**src/rtl/hci_queue_port.sv**
```systemverilog
// ============================================================================
// Module   : hci_queue_port
// Brief    : CSR-side command/response queue ports for the I3C HCI. Optional
//            response-threshold flag enabled with HCI_QUEUE_PORT_THLD_EN.
// Revision : 1.0 - initial release
// ============================================================================
`default_nettype none

module hci_queue_port #(
    parameter int                    ADDR_WIDTH     = 12,
    parameter int                    DATA_WIDTH     = 32,
    parameter logic [ADDR_WIDTH-1:0] CMD_PORT_ADDR  = 12'h0C0,
    parameter logic [ADDR_WIDTH-1:0] RESP_PORT_ADDR = 12'h0C4,
    parameter int                    CMD_DEPTH      = 8,
    parameter int                    RESP_DEPTH     = 8,
    parameter int                    RD_TIMEOUT     = 255
) (
    input  logic                              clk_i,
    input  logic                              rst_i,
    input  logic                              s_cpuif_req,
    input  logic                              s_cpuif_req_is_wr,
    input  logic [ADDR_WIDTH-1:0]             s_cpuif_addr,
    input  logic [DATA_WIDTH-1:0]             s_cpuif_wr_data,
    input  logic [DATA_WIDTH-1:0]             s_cpuif_wr_biten,
    output logic                              s_cpuif_req_stall_wr,
    output logic                              s_cpuif_req_stall_rd,
    output logic                              s_cpuif_rd_ack,
    output logic                              s_cpuif_rd_err,
    output logic [DATA_WIDTH-1:0]             s_cpuif_rd_data,
    output logic                              s_cpuif_wr_ack,
    output logic                              s_cpuif_wr_err,
    output logic                              cmd_valid_o,
    output logic [DATA_WIDTH-1:0]             cmd_data_o,
    input  logic                              cmd_ready_i,
    input  logic                              resp_valid_i,
    input  logic [DATA_WIDTH-1:0]             resp_data_i,
    output logic                              resp_ready_o,
`ifdef HCI_QUEUE_PORT_THLD_EN
    input  logic [$clog2(RESP_DEPTH+1)-1:0]   resp_thld_i,
    output logic                              resp_thld_o,
`endif
    output logic [$clog2(CMD_DEPTH+1)-1:0]    cmd_count_o,
    output logic [$clog2(RESP_DEPTH+1)-1:0]   resp_count_o
);

    localparam int c_CMD_AW = $clog2(CMD_DEPTH);
    localparam int c_CMD_CW = $clog2(CMD_DEPTH + 1);
    localparam int c_RSP_AW = $clog2(RESP_DEPTH);
    localparam int c_RSP_CW = $clog2(RESP_DEPTH + 1);
    localparam int c_TO_W   = $clog2(RD_TIMEOUT + 1);

    localparam logic [c_CMD_CW-1:0] c_CMD_FULL = c_CMD_CW'(CMD_DEPTH);
    localparam logic [c_RSP_CW-1:0] c_RSP_FULL = c_RSP_CW'(RESP_DEPTH);
    localparam logic [c_TO_W-1:0]   c_TO_MAX   = c_TO_W'(RD_TIMEOUT);

    logic [DATA_WIDTH-1:0] r_cmd_mem [CMD_DEPTH];
    logic [DATA_WIDTH-1:0] r_rsp_mem [RESP_DEPTH];

    logic [c_CMD_AW-1:0]   r_cmd_wptr_q, w_cmd_wptr_d, r_cmd_rptr_q, w_cmd_rptr_d;
    logic [c_CMD_CW-1:0]   r_cmd_cnt_q,  w_cmd_cnt_d;
    logic [c_RSP_AW-1:0]   r_rsp_wptr_q, w_rsp_wptr_d, r_rsp_rptr_q, w_rsp_rptr_d;
    logic [c_RSP_CW-1:0]   r_rsp_cnt_q,  w_rsp_cnt_d;
    logic [c_TO_W-1:0]     r_to_cnt_q,   w_to_cnt_d;
    logic                  r_wr_ack_q, w_wr_ack_d, r_wr_err_q, w_wr_err_d;
    logic                  r_rd_ack_q, w_rd_ack_d, r_rd_err_q, w_rd_err_d;
    logic [DATA_WIDTH-1:0] r_rd_data_q, w_rd_data_d;

    logic w_hit_cmd, w_hit_rsp, w_biten_full;
    logic w_cmd_full, w_rsp_empty, w_to_reached;
    logic w_stall_wr, w_stall_rd, w_accept;
    logic w_cmd_push, w_cmd_pop, w_rsp_push, w_rsp_pop;

    // Decode and stall decisions use only registered occupancy, so a
    // same-cycle core push/pop never changes this cycle's stall.
    always_comb begin
        w_hit_cmd    = (s_cpuif_addr == CMD_PORT_ADDR);
        w_hit_rsp    = (s_cpuif_addr == RESP_PORT_ADDR);
        w_biten_full = &s_cpuif_wr_biten;
        w_cmd_full   = (r_cmd_cnt_q == c_CMD_FULL);
        w_rsp_empty  = (r_rsp_cnt_q == '0);
        w_to_reached = (r_to_cnt_q >= c_TO_MAX);
        w_stall_wr   = !rst_i && s_cpuif_req && s_cpuif_req_is_wr && w_hit_cmd && w_cmd_full;
        w_stall_rd   = !rst_i && s_cpuif_req && !s_cpuif_req_is_wr && w_hit_rsp
                       && w_rsp_empty && !w_to_reached;
        w_accept     = s_cpuif_req && !w_stall_wr && !w_stall_rd;
        w_cmd_push   = w_accept && s_cpuif_req_is_wr && w_hit_cmd && w_biten_full;
        w_cmd_pop    = cmd_valid_o && cmd_ready_i;
        w_rsp_push   = resp_valid_i && resp_ready_o;
        w_rsp_pop    = w_accept && !s_cpuif_req_is_wr && w_hit_rsp && !w_rsp_empty;
    end

    always_comb begin
        w_cmd_wptr_d = w_cmd_push ? r_cmd_wptr_q + c_CMD_AW'(1) : r_cmd_wptr_q;
        w_cmd_rptr_d = w_cmd_pop  ? r_cmd_rptr_q + c_CMD_AW'(1) : r_cmd_rptr_q;
        w_rsp_wptr_d = w_rsp_push ? r_rsp_wptr_q + c_RSP_AW'(1) : r_rsp_wptr_q;
        w_rsp_rptr_d = w_rsp_pop  ? r_rsp_rptr_q + c_RSP_AW'(1) : r_rsp_rptr_q;

        w_cmd_cnt_d = r_cmd_cnt_q;
        case ({w_cmd_push, w_cmd_pop})
            2'b10:   w_cmd_cnt_d = r_cmd_cnt_q + c_CMD_CW'(1);
            2'b01:   w_cmd_cnt_d = r_cmd_cnt_q - c_CMD_CW'(1);
            default: w_cmd_cnt_d = r_cmd_cnt_q;
        endcase

        w_rsp_cnt_d = r_rsp_cnt_q;
        case ({w_rsp_push, w_rsp_pop})
            2'b10:   w_rsp_cnt_d = r_rsp_cnt_q + c_RSP_CW'(1);
            2'b01:   w_rsp_cnt_d = r_rsp_cnt_q - c_RSP_CW'(1);
            default: w_rsp_cnt_d = r_rsp_cnt_q;
        endcase

        // Counter only lives across back-to-back stalled reads.
        w_to_cnt_d = '0;
        if (w_stall_rd && !w_to_reached) begin
            w_to_cnt_d = r_to_cnt_q + c_TO_W'(1);
        end

        w_wr_ack_d  = w_accept && s_cpuif_req_is_wr;
        w_wr_err_d  = w_accept && s_cpuif_req_is_wr && !(w_hit_cmd && w_biten_full);
        w_rd_ack_d  = w_accept && !s_cpuif_req_is_wr;
        w_rd_err_d  = w_accept && !s_cpuif_req_is_wr && !w_rsp_pop;
        w_rd_data_d = w_rsp_pop ? r_rsp_mem[r_rsp_rptr_q] : '0;
    end

    always_ff @(posedge clk_i) begin
        if (w_cmd_push) begin
            r_cmd_mem[r_cmd_wptr_q] <= s_cpuif_wr_data;
        end
        if (w_rsp_push) begin
            r_rsp_mem[r_rsp_wptr_q] <= resp_data_i;
        end
    end

    always_ff @(posedge clk_i) begin
        if (rst_i) begin
            r_cmd_wptr_q <= '0;
            r_cmd_rptr_q <= '0;
            r_cmd_cnt_q  <= '0;
            r_rsp_wptr_q <= '0;
            r_rsp_rptr_q <= '0;
            r_rsp_cnt_q  <= '0;
            r_to_cnt_q   <= '0;
            r_wr_ack_q   <= 1'b0;
            r_wr_err_q   <= 1'b0;
            r_rd_ack_q   <= 1'b0;
            r_rd_err_q   <= 1'b0;
            r_rd_data_q  <= '0;
        end else begin
            r_cmd_wptr_q <= w_cmd_wptr_d;
            r_cmd_rptr_q <= w_cmd_rptr_d;
            r_cmd_cnt_q  <= w_cmd_cnt_d;
            r_rsp_wptr_q <= w_rsp_wptr_d;
            r_rsp_rptr_q <= w_rsp_rptr_d;
            r_rsp_cnt_q  <= w_rsp_cnt_d;
            r_to_cnt_q   <= w_to_cnt_d;
            r_wr_ack_q   <= w_wr_ack_d;
            r_wr_err_q   <= w_wr_err_d;
            r_rd_ack_q   <= w_rd_ack_d;
            r_rd_err_q   <= w_rd_err_d;
            r_rd_data_q  <= w_rd_data_d;
        end
    end

`ifdef HCI_QUEUE_PORT_THLD_EN
    logic r_thld_q, w_thld_d;

    // Compared against the post-update count so the flag tracks resp_count_o.
    always_comb begin
        w_thld_d = (resp_thld_i != '0) && (w_rsp_cnt_d >= resp_thld_i);
    end

    always_ff @(posedge clk_i) begin
        if (rst_i) begin
            r_thld_q <= 1'b0;
        end else begin
            r_thld_q <= w_thld_d;
        end
    end

    assign resp_thld_o = r_thld_q;
`endif

    assign s_cpuif_req_stall_wr = w_stall_wr;
    assign s_cpuif_req_stall_rd = w_stall_rd;
    assign s_cpuif_wr_ack       = r_wr_ack_q;
    assign s_cpuif_wr_err       = r_wr_err_q;
    assign s_cpuif_rd_ack       = r_rd_ack_q;
    assign s_cpuif_rd_err       = r_rd_err_q;
    assign s_cpuif_rd_data      = r_rd_data_q;
    assign cmd_valid_o          = (r_cmd_cnt_q != '0);
    assign cmd_data_o           = cmd_valid_o ? r_cmd_mem[r_cmd_rptr_q] : '0;
    assign resp_ready_o         = !rst_i && (r_rsp_cnt_q != c_RSP_FULL);
    assign cmd_count_o          = r_cmd_cnt_q;
    assign resp_count_o         = r_rsp_cnt_q;

endmodule

`default_nettype wire
```
**config.mk**
```make
export PLATFORM = sky130hd
export DESIGN_NAME = hci_queue_port
export DESIGN_NICKNAME = d
export VERILOG_FILES = /design/src/rtl/hci_queue_port.sv
export SDC_FILE = /design/constraint.sdc
export NUM_CORES = 1
export LEC_CHECK = 0
export CAP_MARGIN = 20
export CORE_ASPECT_RATIO = 2
export CORE_MARGIN = 1.5
export CORE_UTILIZATION = 60
export CTS_BUF_LIST = sky130_fd_sc_hd__clkbuf_2
export DETAILED_ROUTE_END_ITERATION = 6
export HOLD_SLACK_MARGIN = 0.05
export PLACE_DENSITY_LB_ADDON = 0.05
export SLEW_MARGIN = 30
export SYNTH_ARGS = -nofsm -noshare
export SYNTH_HDL_FRONTEND = slang
export SYNTH_SLANG_ARGS = --single-unit
```
**constraint.sdc**
```tcl
create_clock -name clk_i -period 19.59 [get_ports clk_i]
set_clock_uncertainty 0.15 [all_clocks]
set_input_delay 2.9385 -clock clk_i [delete_from_list [all_inputs] [get_ports clk_i]]
set_output_delay 2.9385 -clock clk_i [all_outputs]
set_load 0.01 [all_outputs]
```
---- Word-level counts from Yosys, hierarchy flattened ----
Memory sizes are Yosys's and may differ from the RTL's. A register that Yosys moved wholly into a read port is not among the register bits.
Index checks and enable logic that the tools add are counted.
storage, ports and cells
  bits in registers ....................... 32
  bits in latches ......................... 0
  memory bits (writable) .................. 512
  bits in read-only memories .............. 0
  input port bits ......................... 114
  logic and storage cells ................. 80
  memories kept ........................... 2
operators by class
  add/subtract/negate cells ............... 9
  $mul .................................... 0
  divide/modulo/power cells ............... 0
  magnitude comparators ................... 1
  equality and inequality tests ........... 8
  shift operators ......................... 0
  multiplexer cells ....................... 9
  bitwise operators ....................... 2
  reductions and logical operators ........ 38
memory list
  memory     words  width  read ports  clocked after memory_dff  wr ports  line  RTL
  r_cmd_mem  8      32     1           1                         1         56    logic [DATA_WIDTH-1:0] r_cmd_mem [CMD_DEPTH];
  r_rsp_mem  8      32     1           1                         1         57    logic [DATA_WIDTH-1:0] r_rsp_mem [RESP_DEPTH];
operators by type and width
  kind                                                   number
  two-way mux 32 bit                                     1
  AND reduction 32 bit                                   1
  equality test 12 x 8 -> 1 bit (second input constant)  2
  logical AND 1 bit                                      23
  case mux 4 bit (2 select lines)                        2
  adder 3 x 1 -> 3 bit (second input constant)           4
  adder 4 x 1 -> 4 bit (second input constant)           2
  adder 8 x 1 -> 8 bit (second input constant)           1
  >= comparator 8 bit (second input constant)            1
  logical NOT 1 bit                                      8
  subtractor 4 x 1 -> 4 bit (second input constant)      2
  two-way mux 3 bit                                      2
  equality test 2 x 1 -> 1 bit (second input constant)   2
  equality test 2 bit (second input constant)            2
  equality test 4 bit (second input constant)            1
  logical NOT 4 bit                                      1
  two-way mux 1 bit                                      4
  != test 4 bit (second input constant)                  1
  nonzero test 2 bit                                     2
  nonzero test 4 bit                                     1
  OR reduction 2 bit                                     2
  NOT 1 bit                                              2

---- Depth between registers and ports, before layout ----
  depth after elaboration ................. 13
  mapped depth ............................ 12

---- Worst setup path after synthesis ----
Ideal clock, no wire load.
  kind .................................... in2reg
  from .................................... in s_cpuif_addr[1]
  to ...................................... mem r_cmd_mem[0][0], enable pin
  library setup time ...................... 0.501 ns
  arrival ................................. 7.758 ns
  data required time ...................... 18.939 ns
  setup slack ............................. 11.180 ns
  stages on the path ...................... 5
  path buffers ............................ 1
  cells stage by stage .................... or4_4 -> or4_4 -> or4_1 -> buf_6 -> nor4_1
between the ends
  word-level cells in the longest chain between the ends .. 11
  elaborated cells on any way between the ends .. 16
  classes of those cells .................. 2 x eq/ne; 2 x mux; 12 x reduce/logical
ends and longest elaborated chain
  what                                                     line    RTL
  start: declaration                                       22      input logic [ADDR_WIDTH-1:0] s_cpuif_addr,
  equality test 12 x 8 -> 1 bit, on equally long branches  76, 77
  logical AND 1 bit, on equally long branches              82, 83
  logical AND 1 bit, on equally long branches              82, 84
  logical NOT 1 bit or logical AND 1 bit (tied branches)   85, 84
  logical AND 1 bit or logical NOT 1 bit (tied branches)   85      w_accept = s_cpuif_req && !w_stall_wr && !w_stall_rd;
  logical AND 1 bit                                        85
  logical AND 1 bit                                        86      w_cmd_push = w_accept && s_cpuif_req_is_wr && w_hit_cmd && w_biten_full;
  logical AND 1 bit (*) (2 in a row)                       86
  two-way mux 1 bit (*)                                    126     if (w_cmd_push) begin
  two-way mux 1 bit (implied by the code) (*)              127     r_cmd_mem[r_cmd_wptr_q] <= s_cpuif_wr_data;
  end: declaration                                         56
Every way passes the cells marked *; elsewhere a longest branch is shown, timed or not.

---- Final worst setup path ----
  from .................................... in rst_i
  to ...................................... out s_cpuif_req_stall_rd
between the ends
  word-level cells in the longest chain between the ends .. 6
ends and longest elaborated chain
  what                            line  RTL
  start: declaration              19    input logic rst_i,
  logical NOT 1 bit               83    w_stall_rd = !rst_i && s_cpuif_req && !s_cpuif_req_is_wr && w_hit_rsp
  logical AND 1 bit (3 in a row)  83
  logical AND 1 bit (2 in a row)  84    && w_rsp_empty && !w_to_reached;
  end: declaration                26    output logic s_cpuif_req_stall_rd,
Every way passes these cells.

==> flow_metrics.py <==
metrics = {
    "drt": {
        "wl_um": 44000,
        "remaining_drc_errors": 0,
        "vias": 11100,
        "first_pass_iters": 5,
        "drtIter0Drc": 687,
        "drt-wirelength-per-cell_um": 23.1,
        "vias_per_cell": 5.80,
        "final_antenna_net_count": 0,
    },
    "synth": {
        "synth-compound-area-share": 0.00599,
        "synth_top_family_by_area": "multiplexers",
        "netlist.area_leader.share": 0.701,
        "synth-xor-area-share": 0.00519,
        "netlist_area_um2": 21900,
        "synth_edf_count": 512,
        "ys.warnings.count": 0,
        "syn_inst": 1077,
        "synthSimpleGateAreaFrac": 0.0437,
        "syn_area_per_cell_um2": 20.4,
        "synth_area_leaders": "edfxtp_1, mux4_2, dfxtp_1",
        "yosysTopAreaCell": "edfxtp_1",
        "async_flop_share": 0,
        "synth-seq-cells": 579,
        "yosysSeqAreaShare": 0.763,
        "synth_nets": 1203,
        "synthMuxAreaShare": 0.165,
        "synth_cell_types": 42,
        "synth_ff_type": "edfxtp_1",
        "synthAdderAreaFrac": 0.00719,
    },
    "worst_setup_path": {
        "crit_buf_inv": 4,
        "end_kind": "primary output",
        "arrival_ns": 5.58,
        "critPathTopFamily": "buffers and inverters",
        "crit_chain": "clkdlybuf4s50_1 -> buf_4 -> or3b_2 -> nor2_1 -> nand4_1 -> inv_1 -> clkdlybuf4s50_1",
        "crit_path_start_kind": "primary input",
        "critPathCapture": "s_cpuif_req_stall_rd",
        "r2r_slack_ns": 16.01,
        "r2r_start": "cmd_count_o[0]",
        "cp.required_ns": 16.50,
        "path_max_fanout": 33,
        "startpoint": "rst_i",
        "path_class": "primary input to primary output",
        "cpPeakStageDelay_ns": 0.63,
        "reg2reg_depth": 10,
        "timing.critical_path.mode_cell": "clkdlybuf4s50_1",
        "reg2reg_to": "cmd_count_o[2]",
        "cp.depth": 7,
        "cp_slowest_cell": "clkdlybuf4s50_1",
    },
    "global_route": {
        "grt_start_max_net_pins": 67,
        "grt_pass1_vias": 12000,
        "antenna_found_initial": 3,
        "grt_usage": 0.241,
        "grt_pass1_wl_um": 67500,
        "overflow": 0,
    },
    "final_layout": {
        "fin_nets": 1484,
        "drive_gt1_frac": 0.255,
        "areaGrowthSynthToFinish_pct": 16.9,
    },
    "die": {
        "fp.dieW_um": 138,
        "core_um2": 35900,
        "boundaryPins": 194,
        "rows": 98,
        "start_util": 0.610,
        "die_area_um2": 37800,
        "die-height_um": 273,
    },
    "power": {
        "pwr-share-seq": 0.647,
        "combPwrFrac": 0.027,
        "power_frac_clock": 0.326,
        "peakVddDrop_v": 0.0000691,
        "cellPowerDensity_nw_per_um2": 81.4,
        "power.internal_uw": 1630,
        "netSwitchingPower_uw": 453,
        "swShare": 0.217,
        "leakage_uw": 0.00810,
    },
    "clock_network": {
        "post-cts-setup-buffer-count": 0,
        "clock_path_buffers": 3,
        "cts_made_buffers": 112,
        "cts_root_buf": "clkbuf_2",
        "cts.sinks": 579,
        "cts-resized-gates": 0,
        "h-tree-depth": 3,
        "cts.clk_slew.worst_paths_ns": 0.12,
        "clock_latency_ns": 1.07,
        "ctsHoldBuffers": 0,
        "cts_tree": "yes",
    },
    "sta": {
        "tightestPinTransition_ns": 1.03,
        "drv_slew": 0,
        "whs_ns": 0.349,
        "period_needed_ns": 8.67,
        "fin_tns_setup_ns": 0,
        "rsz0062_at_grt": "no",
        "timing.fmax_ghz": 0.115,
        "hold_viol_final": 0,
        "setup_viol": 0,
        "fin_crit_sh": 0.443,
        "slew_headroom": 0.303,
    },
    "run_status": {
        "outcome": "finished, final reports clean",
    },
    "placement": {
        "place_congestion": 0.727,
        "numPortBuffers": 193,
        "place_hpwl_um": 25800,
    },
    "job": {
        "drv_cap": 0,
    },
    "hold_path": {
        "min_path_cells": 1,
        "hold_class": "register to register",
    },
}
worst min path at each step:
| stage | startpoint | endpoint | slack (ns) |
|---|---|---|---|
| global placement | r_to_cnt_q[0] | r_to_cnt_q[0] | 0.32 |
| detailed placement | r_to_cnt_q[0] | r_to_cnt_q[0] | 0.33 |
| finish | r_to_cnt_q[0] | r_to_cnt_q[0] | 0.35 |
| CTS | r_to_cnt_q[0] | r_to_cnt_q[0] | 0.35 |
| floorplan | r_to_cnt_q[0] | r_to_cnt_q[0] | 0.29 |
| global route | r_to_cnt_q[0] | r_to_cnt_q[0] | 0.40 |
cell families after synthesis:
group / after synthesis
DFF: 579
muxes: 200
and+or+nand+nor: 189
buffers and inverters: 61
AOI/OAI and AO/OA: 23
xor gates and xnor gates: 13
adders and majority gates: 12
metal layers:
layer / part of all wire / vias to the layer above / track usage
met5: 0.00036 / - / 0
met4: 0.023 / 2 / 0.0911
met3: 0.053 / 62 / 0.0460
met2: 0.56 / 353 / 0.449
met1: 0.36 / 5640 / 0.273
li1: - / 5007 / -
registers in the layout (all words and copies together) (netlist names), named ones only:
register	count
r_rsp_wptr_q	3
r_rsp_mem	256
r_to_cnt_q	8
s_cpuif_rd_ack	1
r_cmd_mem	256
s_cpuif_wr_err	1
r_cmd_rptr_q	3
s_cpuif_rd_err	1
cmd_count_o	4
s_cpuif_rd_data	32
resp_count_o	4
r_cmd_wptr_q	3
s_cpuif_wr_ack	1
r_rsp_rptr_q	3
layout make-up:
class | count | area, µm²
Antenna cell | 4 | 10.0
Clock buffer | 166 | 831
Clock inverter | 43 | 235
Fill cell | 2330 | 10300
Inverter | 10 | 37.5
Multi-Input combinational cell | 437 | 5090
Sequential cell | 579 | 16700
Tap cell | 450 | 563
Timing Repair Buffer | 218 | 2120
synthesized netlist by cell type, types with 2 or more instances:
master	count
edfxtp_1	512
mux4_2	128
nor2_1	100
mux2i_1	69
dfxtp_1	67
clkbuf_1	27
buf_1	23
nand4_1	15
a21oi_1	11
ha_1	11
nor3_1	11
xor2_1	11
inv_1	10
nand2b_1	10
nor4_1	9
nand2_1	7
nand3_1	7
o21ai_0	6
or4_1	5
or3_1	4
mux2_2	3
nor2b_1	3
or4_4	3
a21o_1	2
and2_1	2
nand4b_1	2
nor4b_2	2
nor4bb_1	2
xnor2_1	2
placed cells by master, fill, tap and decap left out, types with 6 or more instances in the layout:
cell type / n
edfxtp_1: 512
clkdlybuf4s50_1: 193
clkbuf_2: 166
mux4_2: 128
nor2_1: 94
mux2i_1: 69
dfxtp_1: 61
buf_4: 24
clkinv_1: 23
nand4_1: 15
clkinv_2: 14
a21oi_1: 11
xor2_1: 11
ha_1: 11
inv_1: 10
nand2b_1: 9
nand2_1: 7
nand3_1: 7
nor4_1: 6
nor3_2: 6
nor2_4: 6
o21ai_0: 6
per-stage QoR:
step | power, µW | instance area (µm²) | worst slack (ns) | cells | util
2_1_floorplan | 1390 | 21900 | 11.18 | 1077 | -
3_3_place_gp | 1430 | 24500 | 11.05 | 1694 | 0.683
3_5_place_dp | 1430 | 24500 | 11.02 | 1694 | 0.683
4_1_cts | 2110 | 25600 | 11.02 | 1903 | 0.713
5_1_grt | 2170 | 25600 | 10.78 | 1906 | 0.713
6_report | 2080 | 25600 | 10.92 | 1907 | 0.713
power groups by stage:
stage / sequential [µW] / clock, µW / combinational (µW)
after CTS: 1350 / 705 / 56.6
after detailed placement: 1380 / 0 / 56.4
after floorplan: 1380 / 0 / 12.3
after global placement: 1380 / 0 / 54.3
after global routing: 1350 / 760 / 60.7
final: 1350 / 679 / 56.0
No activity file was read; power rests on OpenSTA's default activity.
==> edit (same flow settings) <==
Put one more register stage on the output `resp_count_o`, with the module's reset. The value now appears one clock later. The other outputs are not delayed to match.
--- a/src/rtl/hci_queue_port.sv
+++ b/src/rtl/hci_queue_port.sv
@@ -191,7 +191,13 @@
     assign cmd_data_o           = cmd_valid_o ? r_cmd_mem[r_cmd_rptr_q] : '0;
     assign resp_ready_o         = !rst_i && (r_rsp_cnt_q != c_RSP_FULL);
     assign cmd_count_o          = r_cmd_cnt_q;
-    assign resp_count_o         = r_rsp_cnt_q;
+    always_ff @(posedge clk_i) begin
+        if (rst_i) begin
+            resp_count_o <= '0;
+        end else begin
+            resp_count_o <= r_rsp_cnt_q;
+        end
+    end
 
 endmodule
 
Function: changed (a bounded check fails within 4 cycles, from zero or initial values and one cycle with rst_i high).
==> edit against the original RTL <==
Register-to-register slack improved by 0.09 ns. Critical path depth did not move. Cell area up 0.48%. Count of clock-buffer cells in the layout increased by 7. Worst hold slack better by 0.0058 ns. Combinational power shrank 2%. Synthesized area increased by 0.45%. Power rose by 0.23%. Fmax rose by 1.3%. Setup slack better by 0.11 ns. Sequential cell count increased by 4. Synthesized cell count rose by 0.74%. Clock power about the same. Routed wire length decreased by 0.75%. Largest cell class unchanged.
==> edit: results (changes against the original RTL) <==
| Metric | Value |
|---|---|
| Sequential fraction of the synthesis area | 76.3% (about the same) |
| Synth top area cells | edfxtp_1 70%, mux4_2 13%, dfxtp_1 6.5% |
| Global placement routability congestion | 0.784 (+7.8%) |
| Max Buffers Root-to-Sink | 3 (unchanged) |
| Global-route wire length before repair | 67200 um (-0.35%) |
| Postcts setup bufs | 0 (unchanged) |
| Status | finished, final reports clean |
| Hold-critical path depth | 1 (unchanged) |
| Number of synthesized flops with an enable pin | 512 (unchanged) |
| Worst EP arrival | 5.47 ns (-0.11 ns) |
| Share of cells above drive strength 1 | 25.3% (-0.26 points) |
| Worst Hold Class | flip-flop to flip-flop |
| Clock slew at reported path FFs | 0.11 ns |
| Clock Latency Late Sink | 1.04 ns (-0.03 ns) |
| FFs w/ async S/R, synth | 0% (unchanged) |
| Root Driver | clkbuf_2 |
| Reg2Reg Depth | 10 (unchanged) |
| Top cells by count, synth | 512 x edfxtp_1, 128 x mux4_2, 102 x nor2_1 |
| DR vias/cell | 5.78 (-0.31%) |
| Vias in the first global route | 12179 (+1.5%) |
| Syn nets | 1211 (+0.67%) |
| Fill count | 2381 (+2.2%) |
| Drt first-iter violations | 481 (-30%) |
| R2R Setup Slk | 16.10 ns (+0.09 ns) |
| Hpwl dp | 25200 um (-2.4%) |
| Crit path max fanout | 36 (+9.1%) |
| Wire per inst | 22.7 um (-1.7%) |
| Top_reg_cell synth | edfxtp_1 |
| GRT Overall Usage | 23.8% (-0.29 points) |
| Maximum vdd drop | 0.0629 mV (-8.9%) |
| Resize count post-CTS | 0 (unchanged) |
| DP Worst Slack | 11.05 ns (+0.0254 ns) |
| Final net count | 1493 (+0.61%) |
| Total CTS buffers | 113 (+0.89%) |
| Hold_ws | 0.355 ns (+0.00582 ns) |
| Slew Limit Headroom | 39.4% (+9.1 points) |
| Initial antenna violation count | 3 (unchanged) |
| LEAKAGE | 8.14 nW (+0.48%) |
-- edit: worst max path at each step --
stage | start | endpoint | slack (ns)
global placement | rst_i | s_cpuif_req_stall_rd | 11.09
CTS | rst_i | s_cpuif_req_stall_rd | 11.04
floorplan | s_cpuif_addr[1] | r_cmd_mem[0][0] | 11.18
detailed placement | rst_i | s_cpuif_req_stall_rd | 11.05
global route | rst_i | s_cpuif_req_stall_rd | 10.84
finish | rst_i | s_cpuif_req_stall_rd | 11.03
-- edit: cell families after synthesis --
family	Yosys count	share of synthesized area, %
XOR/XNOR	13	0.517
AND/OR/NAND/NOR	192	4.42
flip-flops	583	76.3
AO/OA/AOI/OAI	23	0.597
buffers and inverters	62	1.09
multiplexers	200	16.4
adder cells (fa/ha/maj)	12	0.716
-- edit: metal layers --
layer  global-route usage [%]  up-vias  wire length (um)  share of wire, %
met5                        0        -                 0                 0
met4                     9.06        0               960               2.2
met3                     4.28       65              2310               5.3
met2                     45.7      333             25200                58
met1                     25.8     5694             15100                35
li1                         -     5048                 -                 -
-- edit: per-stage QoR --
stage          area [um2]  std cells  power [mW]
5_1_grt             25700       1926        2.18
6_report            25700       1926        2.09
2_1_floorplan       22000       1085        1.40
3_5_place_dp        24600       1705        1.44
4_1_cts             25700       1921        2.12
3_3_place_gp        24600       1705        1.44
-- edit: report_power, final --
group          internal [mW]  switching [mW]  leakage (nW)  total, mW
logic                 0.0280          0.0271          2.13     0.0551
clock network          0.250           0.426         0.820      0.677
registers               1.35         0.00237          5.19       1.36
-- edit: final cells by class --
type / instances / area share, %
Sequential cell: 583 / 65.3
Multi-Input combinational cell: 440 / 19.8
Timing Repair Buffer: 219 / 8.34
Clock buffer: 173 / 3.36
Tap cell: 454 / 2.21
Clock inverter: 43 / 0.768
Inverter: 10 / 0.146
Antenna cell: 4 / 0.0389
-- edit: critical path, stage by stage --
cell and delay (ns):
clkdlybuf4s50_1 0.40, buf_4 0.24, or3b_2 0.52, nor2_1 0.18, nand4_1 0.31, inv_1 0.26, clkdlybuf4s50_1 0.60
